### config.mk
export PLATFORM = sky130hd
export DESIGN_NAME = alu_decode_stage
export DESIGN_NICKNAME = d
export VERILOG_FILES = /design/src/rtl/alu_decode_stage_pkg.sv /design/src/rtl/alu_decode_stage_scoreboard.sv /design/src/rtl/alu_decode_stage.sv
export SDC_FILE = /design/constraint.sdc
export NUM_CORES = 1
export LEC_CHECK = 0
export CAP_MARGIN = 10
export CELL_PAD_IN_SITES_DETAIL_PLACEMENT = 1
export CELL_PAD_IN_SITES_GLOBAL_PLACEMENT = 2
export CORE_AREA = 2 2 180 147
export DETAILED_ROUTE_END_ITERATION = 10
export DIE_AREA = 0 0 182 149
export PLACE_DENSITY_LB_ADDON = 0.05
export SYNTH_ARGS = -nofsm -noshare
export SYNTH_HDL_FRONTEND = slang
export SYNTH_SLANG_ARGS = --single-unit
export TNS_END_PERCENT = 100
### constraint.sdc
create_clock -name clk -period 2.4 [get_ports clk]
set_input_delay 0.48 -clock clk [delete_from_list [all_inputs] [get_ports clk]]
set_output_delay 0.48 -clock clk [all_outputs]
set_load 0.01 [all_outputs]
### src/rtl/alu_decode_stage_pkg.sv
// ---------------------------------------------------------------------------
// alu_pkg
//   Shared definitions for the ALU decode stage and its consumers.
//   - alu_sel_e : 5-bit ALU operation code (encoding is fixed, add = 0).
//   - OPC_*     : RV32I major opcodes handled by the decode stage.
//   - F7_*      : funct7 values that distinguish base / alternate ops.
//   - alu_ctl_t : decoded-op control fields (sel, rd, rd_we, illegal).
//                 The operands (in1/in2) are WIDTH-parameterized and are
//                 appended to this struct inside the stage, because a
//                 package cannot carry a module parameter.
// ---------------------------------------------------------------------------
package alu_pkg;

    typedef enum logic [4:0] {
        ALU_ADD   = 5'd0,
        ALU_SUB   = 5'd1,
        ALU_SLL   = 5'd2,
        ALU_SRL   = 5'd3,
        ALU_SRA   = 5'd4,
        ALU_AND   = 5'd5,
        ALU_OR    = 5'd6,
        ALU_XOR   = 5'd7,
        ALU_SLT   = 5'd8,
        ALU_SLTU  = 5'd9,
        ALU_ADDI  = 5'd10,
        ALU_SLLI  = 5'd11,
        ALU_SRLI  = 5'd12,
        ALU_SRAI  = 5'd13,
        ALU_ANDI  = 5'd14,
        ALU_ORI   = 5'd15,
        ALU_XORI  = 5'd16,
        ALU_SLTI  = 5'd17,
        ALU_SLTIU = 5'd18,
        ALU_LUI   = 5'd19,
        ALU_AUIPC = 5'd20
    } alu_sel_e;

    localparam logic [6:0] OPC_OP     = 7'b0110011;
    localparam logic [6:0] OPC_OP_IMM = 7'b0010011;
    localparam logic [6:0] OPC_LUI    = 7'b0110111;
    localparam logic [6:0] OPC_AUIPC  = 7'b0010111;

    localparam logic [6:0] F7_BASE    = 7'b0000000;
    localparam logic [6:0] F7_ALT     = 7'b0100000;

    typedef struct packed {
        alu_sel_e   sel;
        logic [4:0] rd;
        logic       rd_we;
        logic       illegal;
    } alu_ctl_t;

endpackage

### src/rtl/alu_decode_stage_scoreboard.sv
// ---------------------------------------------------------------------------
// alu_scoreboard
//   Tracks which architectural registers have an issued but not yet retired
//   writer, and flags a hazard when the instruction being offered reads one.
//   x0 is never pending. A set and a clear of the same register in the same
//   cycle leave it pending (the new writer is younger than the retiring one).
//
// Ports
//   clk, rst_n    : clock, asynchronous active-low reset (clears all bits)
//   i_set         : mark i_set_rd pending (accepted op that writes back)
//   i_clr         : retire strobe for i_clr_rd
//   i_rs1/i_rs2   : source registers of the offered instruction
//   i_rs*_used    : source actually read by the offered instruction
//   o_hazard      : a used source is pending (registered state only)
// ---------------------------------------------------------------------------
module alu_scoreboard (
    input  logic       clk,
    input  logic       rst_n,
    input  logic       i_set,
    input  logic [4:0] i_set_rd,
    input  logic       i_clr,
    input  logic [4:0] i_clr_rd,
    input  logic [4:0] i_rs1,
    input  logic       i_rs1_used,
    input  logic [4:0] i_rs2,
    input  logic       i_rs2_used,
    output logic       o_hazard
);

    logic [31:1] r_pending;
    logic [31:0] w_pend_full;

    // Bit 0 is tied low so x0 sources never stall and indexing stays in range.
    assign w_pend_full = {r_pending, 1'b0};

    // No same-cycle retire bypass: a stalled reader issues the cycle after
    // its producer's retire strobe.
    assign o_hazard = (i_rs1_used && w_pend_full[i_rs1]) ||
                      (i_rs2_used && w_pend_full[i_rs2]);

    always_ff @(posedge clk or negedge rst_n) begin
        if (!rst_n) begin
            r_pending <= '0;
        end else begin
            for (int i = 1; i < 32; i++) begin
                if (i_set && i_set_rd == 5'(i))
                    r_pending[i] <= 1'b1;
                else if (i_clr && i_clr_rd == 5'(i))
                    r_pending[i] <= 1'b0;
            end
        end
    end

endmodule

### src/rtl/alu_decode_stage.sv
// ---------------------------------------------------------------------------
// alu_decode_stage
//   Decodes one RV32I integer instruction (OP, OP-IMM, LUI, AUIPC) per
//   handshake into an ALU operation plus operands, registered with one cycle
//   of latency, and feeds the combinational ALU in the execute stage.
//   Register read-after-write hazards are held off by alu_scoreboard.
//
// Build option
//   ALU_DECODE_SKID_EN : adds a second output entry. in_ready then depends
//                        only on the skid entry and the hazard, never on
//                        out_ready. Undefined: single output register.
//
// Ports
//   clk, rst_n            : clock, asynchronous active-low reset
//   in_valid / in_ready   : instruction handshake
//   instr, pc             : instruction word and its address
//   rs1_addr, rs2_addr    : register-file read addresses (combinational)
//   rs1_data, rs2_data    : register-file read data (same cycle)
//   out_valid / out_ready : decoded-op handshake
//   alu_sel, alu_in1/2    : ALU operation and operands
//   rd, rd_we             : destination register and writeback enable
//   illegal               : instruction not decodable (passes through)
//   wb_valid, wb_rd       : retire strobe clearing the scoreboard
// ---------------------------------------------------------------------------
module alu_decode_stage
    import alu_pkg::*;
#(
    parameter int WIDTH = 32
) (
    input  logic             clk,
    input  logic             rst_n,
    input  logic             in_valid,
    output logic             in_ready,
    input  logic [31:0]      instr,
    input  logic [WIDTH-1:0] pc,
    output logic [4:0]       rs1_addr,
    output logic [4:0]       rs2_addr,
    input  logic [WIDTH-1:0] rs1_data,
    input  logic [WIDTH-1:0] rs2_data,
    output logic             out_valid,
    input  logic             out_ready,
    output logic [4:0]       alu_sel,
    output logic [WIDTH-1:0] alu_in1,
    output logic [WIDTH-1:0] alu_in2,
    output logic [4:0]       rd,
    output logic             rd_we,
    output logic             illegal,
    input  logic             wb_valid,
    input  logic [4:0]       wb_rd
);

    if (WIDTH < 32) begin : g_width_chk
        $error("alu_decode_stage: WIDTH must be >= 32");
    end

    typedef struct packed {
        alu_ctl_t         ctl;
        logic [WIDTH-1:0] in1;
        logic [WIDTH-1:0] in2;
    } dec_op_t;

    // ---------------- instruction fields ----------------
    logic [6:0]       w_opcode;
    logic [2:0]       w_funct3;
    logic [6:0]       w_funct7;
    logic [4:0]       w_rd;
    logic [WIDTH-1:0] w_imm_i;
    logic [WIDTH-1:0] w_imm_u;
    logic [WIDTH-1:0] w_shamt;

    assign w_opcode = instr[6:0];
    assign w_rd     = instr[11:7];
    assign w_funct3 = instr[14:12];
    assign w_funct7 = instr[31:25];
    assign rs1_addr = instr[19:15];
    assign rs2_addr = instr[24:20];
    assign w_imm_i  = WIDTH'($signed(instr[31:20]));
    assign w_imm_u  = WIDTH'($signed({instr[31:12], 12'b0}));
    assign w_shamt  = WIDTH'(instr[24:20]);

    // ---------------- decode ----------------
    logic             w_ok;
    alu_sel_e         w_sel;
    logic [WIDTH-1:0] w_in1;
    logic [WIDTH-1:0] w_in2;
    logic             w_rs1_used;
    logic             w_rs2_used;
    dec_op_t          w_op;

    always_comb begin
        w_ok       = 1'b0;
        w_sel      = ALU_ADD;
        w_in1      = '0;
        w_in2      = '0;
        w_rs1_used = 1'b0;
        w_rs2_used = 1'b0;
        case (w_opcode)
            OPC_OP: begin
                w_ok       = 1'b1;
                w_in1      = rs1_data;
                w_in2      = rs2_data;
                w_rs1_used = 1'b1;
                w_rs2_used = 1'b1;
                case ({w_funct7, w_funct3})
                    {F7_BASE, 3'b000}: w_sel = ALU_ADD;
                    {F7_ALT,  3'b000}: w_sel = ALU_SUB;
                    {F7_BASE, 3'b001}: w_sel = ALU_SLL;
                    {F7_BASE, 3'b010}: w_sel = ALU_SLT;
                    {F7_BASE, 3'b011}: w_sel = ALU_SLTU;
                    {F7_BASE, 3'b100}: w_sel = ALU_XOR;
                    {F7_BASE, 3'b101}: w_sel = ALU_SRL;
                    {F7_ALT,  3'b101}: w_sel = ALU_SRA;
                    {F7_BASE, 3'b110}: w_sel = ALU_OR;
                    {F7_BASE, 3'b111}: w_sel = ALU_AND;
                    default:           w_ok  = 1'b0;
                endcase
            end
            OPC_OP_IMM: begin
                w_ok       = 1'b1;
                w_in1      = rs1_data;
                w_in2      = w_imm_i;
                w_rs1_used = 1'b1;
                case (w_funct3)
                    3'b000: w_sel = ALU_ADDI;
                    3'b010: w_sel = ALU_SLTI;
                    3'b011: w_sel = ALU_SLTIU;
                    3'b100: w_sel = ALU_XORI;
                    3'b110: w_sel = ALU_ORI;
                    3'b111: w_sel = ALU_ANDI;
                    3'b001: begin
                        w_sel = ALU_SLLI;
                        w_in2 = w_shamt;
                        w_ok  = (w_funct7 == F7_BASE);
                    end
                    default: begin // 3'b101: srli / srai
                        w_in2 = w_shamt;
                        if (w_funct7 == F7_BASE)     w_sel = ALU_SRLI;
                        else if (w_funct7 == F7_ALT) w_sel = ALU_SRAI;
                        else                         w_ok  = 1'b0;
                    end
                endcase
            end
            OPC_LUI: begin
                w_ok  = 1'b1;
                w_sel = ALU_LUI;
                w_in2 = w_imm_u;
            end
            OPC_AUIPC: begin
                w_ok  = 1'b1;
                w_sel = ALU_AUIPC;
                w_in1 = pc;
                w_in2 = w_imm_u;
            end
            default: w_ok = 1'b0;
        endcase

        // Undecodable ops carry no operands and read no registers, so they
        // never stall and never mark a destination pending.
        if (!w_ok) begin
            w_sel      = ALU_ADD;
            w_in1      = '0;
            w_in2      = '0;
            w_rs1_used = 1'b0;
            w_rs2_used = 1'b0;
        end

        w_op.ctl.sel     = w_sel;
        w_op.ctl.rd      = w_rd;
        w_op.ctl.rd_we   = w_ok && (w_rd != 5'd0);
        w_op.ctl.illegal = !w_ok;
        w_op.in1         = w_in1;
        w_op.in2         = w_in2;
    end

    // ---------------- scoreboard ----------------
    logic w_hazard;
    logic w_accept;

    assign w_accept = in_valid && in_ready;

    alu_scoreboard u_sb (
        .clk        (clk),
        .rst_n      (rst_n),
        .i_set      (w_accept && w_op.ctl.rd_we),
        .i_set_rd   (w_rd),
        .i_clr      (wb_valid),
        .i_clr_rd   (wb_rd),
        .i_rs1      (rs1_addr),
        .i_rs1_used (w_rs1_used),
        .i_rs2      (rs2_addr),
        .i_rs2_used (w_rs2_used),
        .o_hazard   (w_hazard)
    );

    // ---------------- output register(s) ----------------
    dec_op_t r_out;
    logic    r_out_vld;

`ifdef ALU_DECODE_SKID_EN
    dec_op_t r_skid;
    logic    r_skid_vld;
    logic    w_pop;

    assign w_pop    = r_out_vld && out_ready;
    assign in_ready = !r_skid_vld && !w_hazard;

    // Accept only happens with the skid entry empty, so a skid-held op is
    // always older than anything arriving and drains into r_out first.
    always_ff @(posedge clk or negedge rst_n) begin
        if (!rst_n) begin
            r_out      <= '0;
            r_out_vld  <= 1'b0;
            r_skid     <= '0;
            r_skid_vld <= 1'b0;
        end else if (w_accept && (!r_out_vld || w_pop)) begin
            r_out     <= w_op;
            r_out_vld <= 1'b1;
        end else if (w_accept) begin
            r_skid     <= w_op;
            r_skid_vld <= 1'b1;
        end else if (w_pop) begin
            if (r_skid_vld) begin
                r_out      <= r_skid;
                r_skid_vld <= 1'b0;
            end else begin
                r_out_vld  <= 1'b0;
            end
        end
    end
`else
    assign in_ready = (!r_out_vld || out_ready) && !w_hazard;

    always_ff @(posedge clk or negedge rst_n) begin
        if (!rst_n) begin
            r_out     <= '0;
            r_out_vld <= 1'b0;
        end else if (w_accept) begin
            r_out     <= w_op;
            r_out_vld <= 1'b1;
        end else if (out_ready) begin
            r_out_vld <= 1'b0;
        end
    end
`endif

    assign out_valid = r_out_vld;
    assign alu_sel   = r_out.ctl.sel;
    assign alu_in1   = r_out.in1;
    assign alu_in2   = r_out.in2;
    assign rd        = r_out.ctl.rd;
    assign rd_we     = r_out.ctl.rd_we;
    assign illegal   = r_out.ctl.illegal;

endmodule

==> flow_summary.rst <==
.. list-table::
   :header-rows: 1

   * - Metric
     - Value
   * - Outcome
     - finished, violations left
   * - Violated checks
     - setup timing
   * - Critical Path Sink Type
     - output port
   * - Worst setup slack after layout
     - -0.333 ns
   * - Die span in y
     - 149 microns
   * - Port bufs
     - 225
   * - Hold Vio Cnt, Final
     - 0
   * - Fraction of layout instances using a drive strength above 1
     - about a quarter
   * - Post-synthesis xor/xnor area fraction
     - 0.147%
   * - Weighted congestion at the end of routability-driven global placement
     - 0.837
   * - Register-to-Register Setup Slack
     - -0.30 ns
   * - Highest ir drop seen on vdd
     - 0.311 mV
   * - Largest net degree at the start of global routing
     - 42
   * - Count of flip-flops with a built-in enable after synthesis
     - 0
   * - Initial cell density of the core
     - between 20% and 30%
   * - Tightest slew margin relative to the limit
     - 63.2%
   * - Number of synthesis warnings
     - 0
   * - Clock Sink Count
     - between 100 and 150
   * - Global-route wire length before repair
     - 39700 microns
   * - Post-Place Setup Slack
     - -1.29 ns
   * - CTS tree
     - done
   * - Top Ports
     - about 230
   * - Skew-Pair Late Insertion Delay
     - between 0.3 and 0.4 ns
   * - Sequential fraction of design power
     - 41.7%
   * - Synth async-reset ratio
     - 100%
   * - Clk root buf
     - clkbuf_16
   * - Portion of netlist area occupied by mux cells
     - 12.2%
   * - Total leakage power
     - 0.00408 uW
   * - Post-synthesis to final-layout area growth
     - 68.4%
   * - Critical-path maximum fanout
     - 5
   * - Type of the worst setup path
     - primary input to output port
   * - Internal power contribution
     - 3430 uW
   * - Fraction of synthesized cell area taken by the top area cell type
     - 45.3%
   * - Aggregate negative setup slack
     - -16.54 ns
   * - GRT Overall Usage
     - 19.2%
   * - Number of buffers inserted during clock tree synthesis
     - 9
   * - Via density per instance
     - 4.95
   * - Site row count
     - 53
   * - Mean area per synthesized cell
     - between 9 and 10 sq um
   * - Net count, final
     - 1036
   * - Main combinational cell family by area after synthesis
     - compound AO/OA/AOI/OAI gates
   * - Flip-flop and latch count after synthesis
     - 108
   * - Iteration-0 DRC count of the detailed router
     - 262
   * - Post-Synth Adder-Cell Area
     - 0%
   * - Fin. max-slew vios
     - 0
   * - Number of design rule violations left after detail routing
     - 0
   * - Fill cells
     - between 2000 and 3000
   * - Number of maximum-capacitance violations
     - 0
   * - Number of cells after detailed placement
     - 1199
   * - Placed wire-length estimate
     - 19300 microns
   * - Synthesized-area fraction occupied by and/or/nand/nor cells
     - 10.3%
   * - Worst setup SP type
     - primary input
   * - Fin crit period
     - about 2.7 ns
   * - Worst path arrival time
     - 2.25 ns
   * - Unique cell type count in the Yosys netlist
     - 47
   * - Number of cells in the finished layout apart from fillers
     - 1233
   * - Clock slew at reported path FFs
     - 0.07 ns
   * - Setup Viol. Count Final
     - between 70 and 80
   * - Combinational fraction of design power
     - 23.7%
   * - Register cell area after layout
     - 2700 sq um
   * - Areal power density over the cells
     - 472 nW/um^2
   * - Share of the clock period used by the worst path after layout
     - 114%
   * - Pin slew with the least headroom to its limit
     - roughly 0.55 ns
   * - Remaining global-route overflow
     - 0
   * - Sequential-to-total area share from yosys stat
     - a little under half
   * - Area occupied by multi-input gates
     - approximately 3200 sq um
   * - Die outline area
     - 27100 sq um
   * - Post-Synthesis Cells
     - 612
   * - Post-Route Skew
     - 0.0122 ns
   * - Count of TritonRoute iterations in the first routing pass
     - 4
   * - Max frequency
     - 366 MHz
   * - Cell type contributing the most total cell area after synthesis
     - dfrtp_1
   * - Count of vias placed by the detailed router
     - between 6000 and 7000
   * - Synthesized cell area
     - 5970 sq um
   * - Net switching power of the design
     - around 1300 uW
   * - Maximum level of the CTS H-tree
     - 3
   * - Synth top area cells
     - dfrtp_1 (45%), o21ai_0 (8.4%), mux2_2 (6.0%)
   * - Routed length per instance
     - between 20 and 25 microns
   * - Number of buffers between clock root and the deepest sink
     - 2
   * - Area of the placeable core
     - approximately 26000 sq um
   * - Number of antenna violations at the first check in global routing
     - 0
   * - Synthesized net count
     - 750
   * - Die width
     - 182 microns
   * - Fraction of power spent switching nets
     - 27.6%
   * - Part of the power in the clock network
     - 34.6%
   * - Synthesized-area fraction occupied by ao, oa, aoi and oai cells
     - 26.6%
   * - Vias in the first global route
     - 6641
   * - Number of nets with antenna violations after detailed routing
     - 0
   * - Drt total wl
     - ~26000 microns
   * - Post-synth top flop
     - dfrtp_1
   * - Ant. Diodes
     - 0
   * - Path type of the worst min-delay path
     - primary input to async pin
   * - Setup repair after global routing missed its margin
     - yes
   * - Required time of the critical path
     - 1.92 ns
through the flow:
stage	hold WS [ns]	cell area, sq um	utilization [%]	power (uW)
final	0.0653	10100	39.3	4750
after CTS	0.0770	9860	38.5	4810
after detailed placement	0.471	9180	35.9	3030
after global routing	0.0785	10100	39.3	4960
after floorplan	0.184	6040	-	2360
after global placement	0.470	9180	35.9	3020
layout make-up:
| class | instances | area share, % |
|---|---|---|
| Sequential cell | 108 | 26.9 |
| Inverter | 5 | 0.187 |
| Clock buffer | 10 | 2.38 |
| Multi-Input combinational cell | 437 | 32.3 |
| Tap cell | 330 | 4.11 |
| Timing Repair Buffer | 337 | 33.4 |
| Clock inverter | 6 | 0.772 |
critical path: stages:
cell and delay (ns):
dlygate4sd2_1 0.32, buf_4 0.20, mux4_2 0.30, mux2i_1 0.25, nand3_1 0.13, nand4_1 0.17, nand2_2 0.09, nand2_2 0.08
and2_4 0.13, buf_6 0.10
final timing paths:
| check | startpoint | to | cells past startpoint |
|---|---|---|---|
| worst max register to register | u_sb.r_pending[15]$_DFFE_PN0P_ | alu_in2[16]$_DFFE_PN0P_ | 10 |
| worst min register to register | alu_sel[0]$_DFFE_PN0P_ | alu_sel[0]$_DFFE_PN0P_ | 1 |
| worst min-delay path | rst_n | alu_in2[4]$_DFFE_PN0P_ | 1 |
| min in group clk | alu_sel[0]$_DFFE_PN0P_ | alu_sel[0]$_DFFE_PN0P_ | 1 |
| worst max-delay path | instr[21] | in_ready | 10 |
| max in group asynchronous | rst_n | alu_in2[14]$_DFFE_PN0P_ | 2 |
Yosys cell counts (3+ instances only):
library cell  count
nand3b_1          3
a22oi_1          20
o22ai_1           4
a31oi_1           5
buf_6             3
buf_1             3
nor2_1           14
buf_4            14
nor4_1            3
o2bb2ai_1         5
dfrtp_1         108
clkbuf_1         40
nand3_1           7
nand4_1           4
a21oi_1          56
nor3_1            9
mux2_2           32
o21ai_0         100
o211ai_1          3
inv_1             5
nor2b_1          10
nand2_1          57
mux4_2           10
a22o_1           17
and2_1            4
nand2b_1          6
a2bb2oi_1        33
mux2i_1          14
flip-flops by register name (all words and copies together), names as in the netlist:
name	count
alu_in1	32
out_valid	1
rd_we	1
rd	5
alu_sel	5
illegal	1
alu_in2	32
u_sb.r_pending	31
power groups by stage:
| stage | logic, uW | registers (uW) | clock network (uW) |
|---|---|---|---|
| final | 1130 | 1980 | 1640 |
| after CTS | 1120 | 1980 | 1710 |
| after floorplan | 330 | 2030 | 0 |
| after global routing | 1200 | 1990 | 1770 |
| after global placement | 1020 | 2000 | 0 |
| after detailed placement | 1030 | 2000 | 0 |
routing by layer:
| metal | track usage [%] | wire length, microns | up-vias |
|---|---|---|---|
| met1 | 27.3 | 12700 | 3080 |
| met2 | 29.8 | 11800 | 157 |
| met5 | 0 | 0 | - |
| li1 | - | - | 2842 |
| met4 | 5.24 | 475 | 0 |
| met3 | 3.98 | 1240 | 23 |
cells in the final DEF, fill, tap and decap left out, types with 3 or more instances in the layout:
master           synthesis  routed
nand4_1                  4       4
a22oi_1                 20      20
buf_4                   14      88
a22o_1                  17      17
nand2b_1                 6       6
nand3b_1                 3       3
nor3_1                   9       6
buf_6                    3       8
mux4_2                  10      10
nor2b_1                 10      10
o2bb2ai_2                0       5
dlymetal6s2s_1           0       3
and2_1                   4       3
nor2_1                  14      12
o21ai_0                100      82
o21ai_2                  0       7
o211ai_1                 3       3
clkdlybuf4s50_1          0     215
a31oi_1                  5       4
a2bb2oi_1               33       8
a21oi_1                 56      55
clkbuf_16                0      11
nor3_2                   0       3
buf_12                   0      10
mux2i_1                 14      14
nand3_1                  7       6
o21ai_1                  0      11
dfrtp_1                108     107
nand2_1                 57      56
a2bb2oi_2                0      25
buf_8                    0       4
inv_1                    5       5
mux2_2                  32      31
o22ai_1                  4       4
cell families (layout without fill, tap and decap cells):
group	count (synthesis)	in the layout
compound gates	253	253
xor+xnor	1	1
flops	108	108
mux	56	56
buf+inv	67	358
simple gates	127	127
timing repair:
item,CTS,global route
pin swaps,8,12
endpoints found under the setup margin,111,108
buffers inserted,9,5
hold buffers,0,0
resized for setup,64,47
gates cloned,4,2
Note: power is estimated with default switching activity, not from simulation.
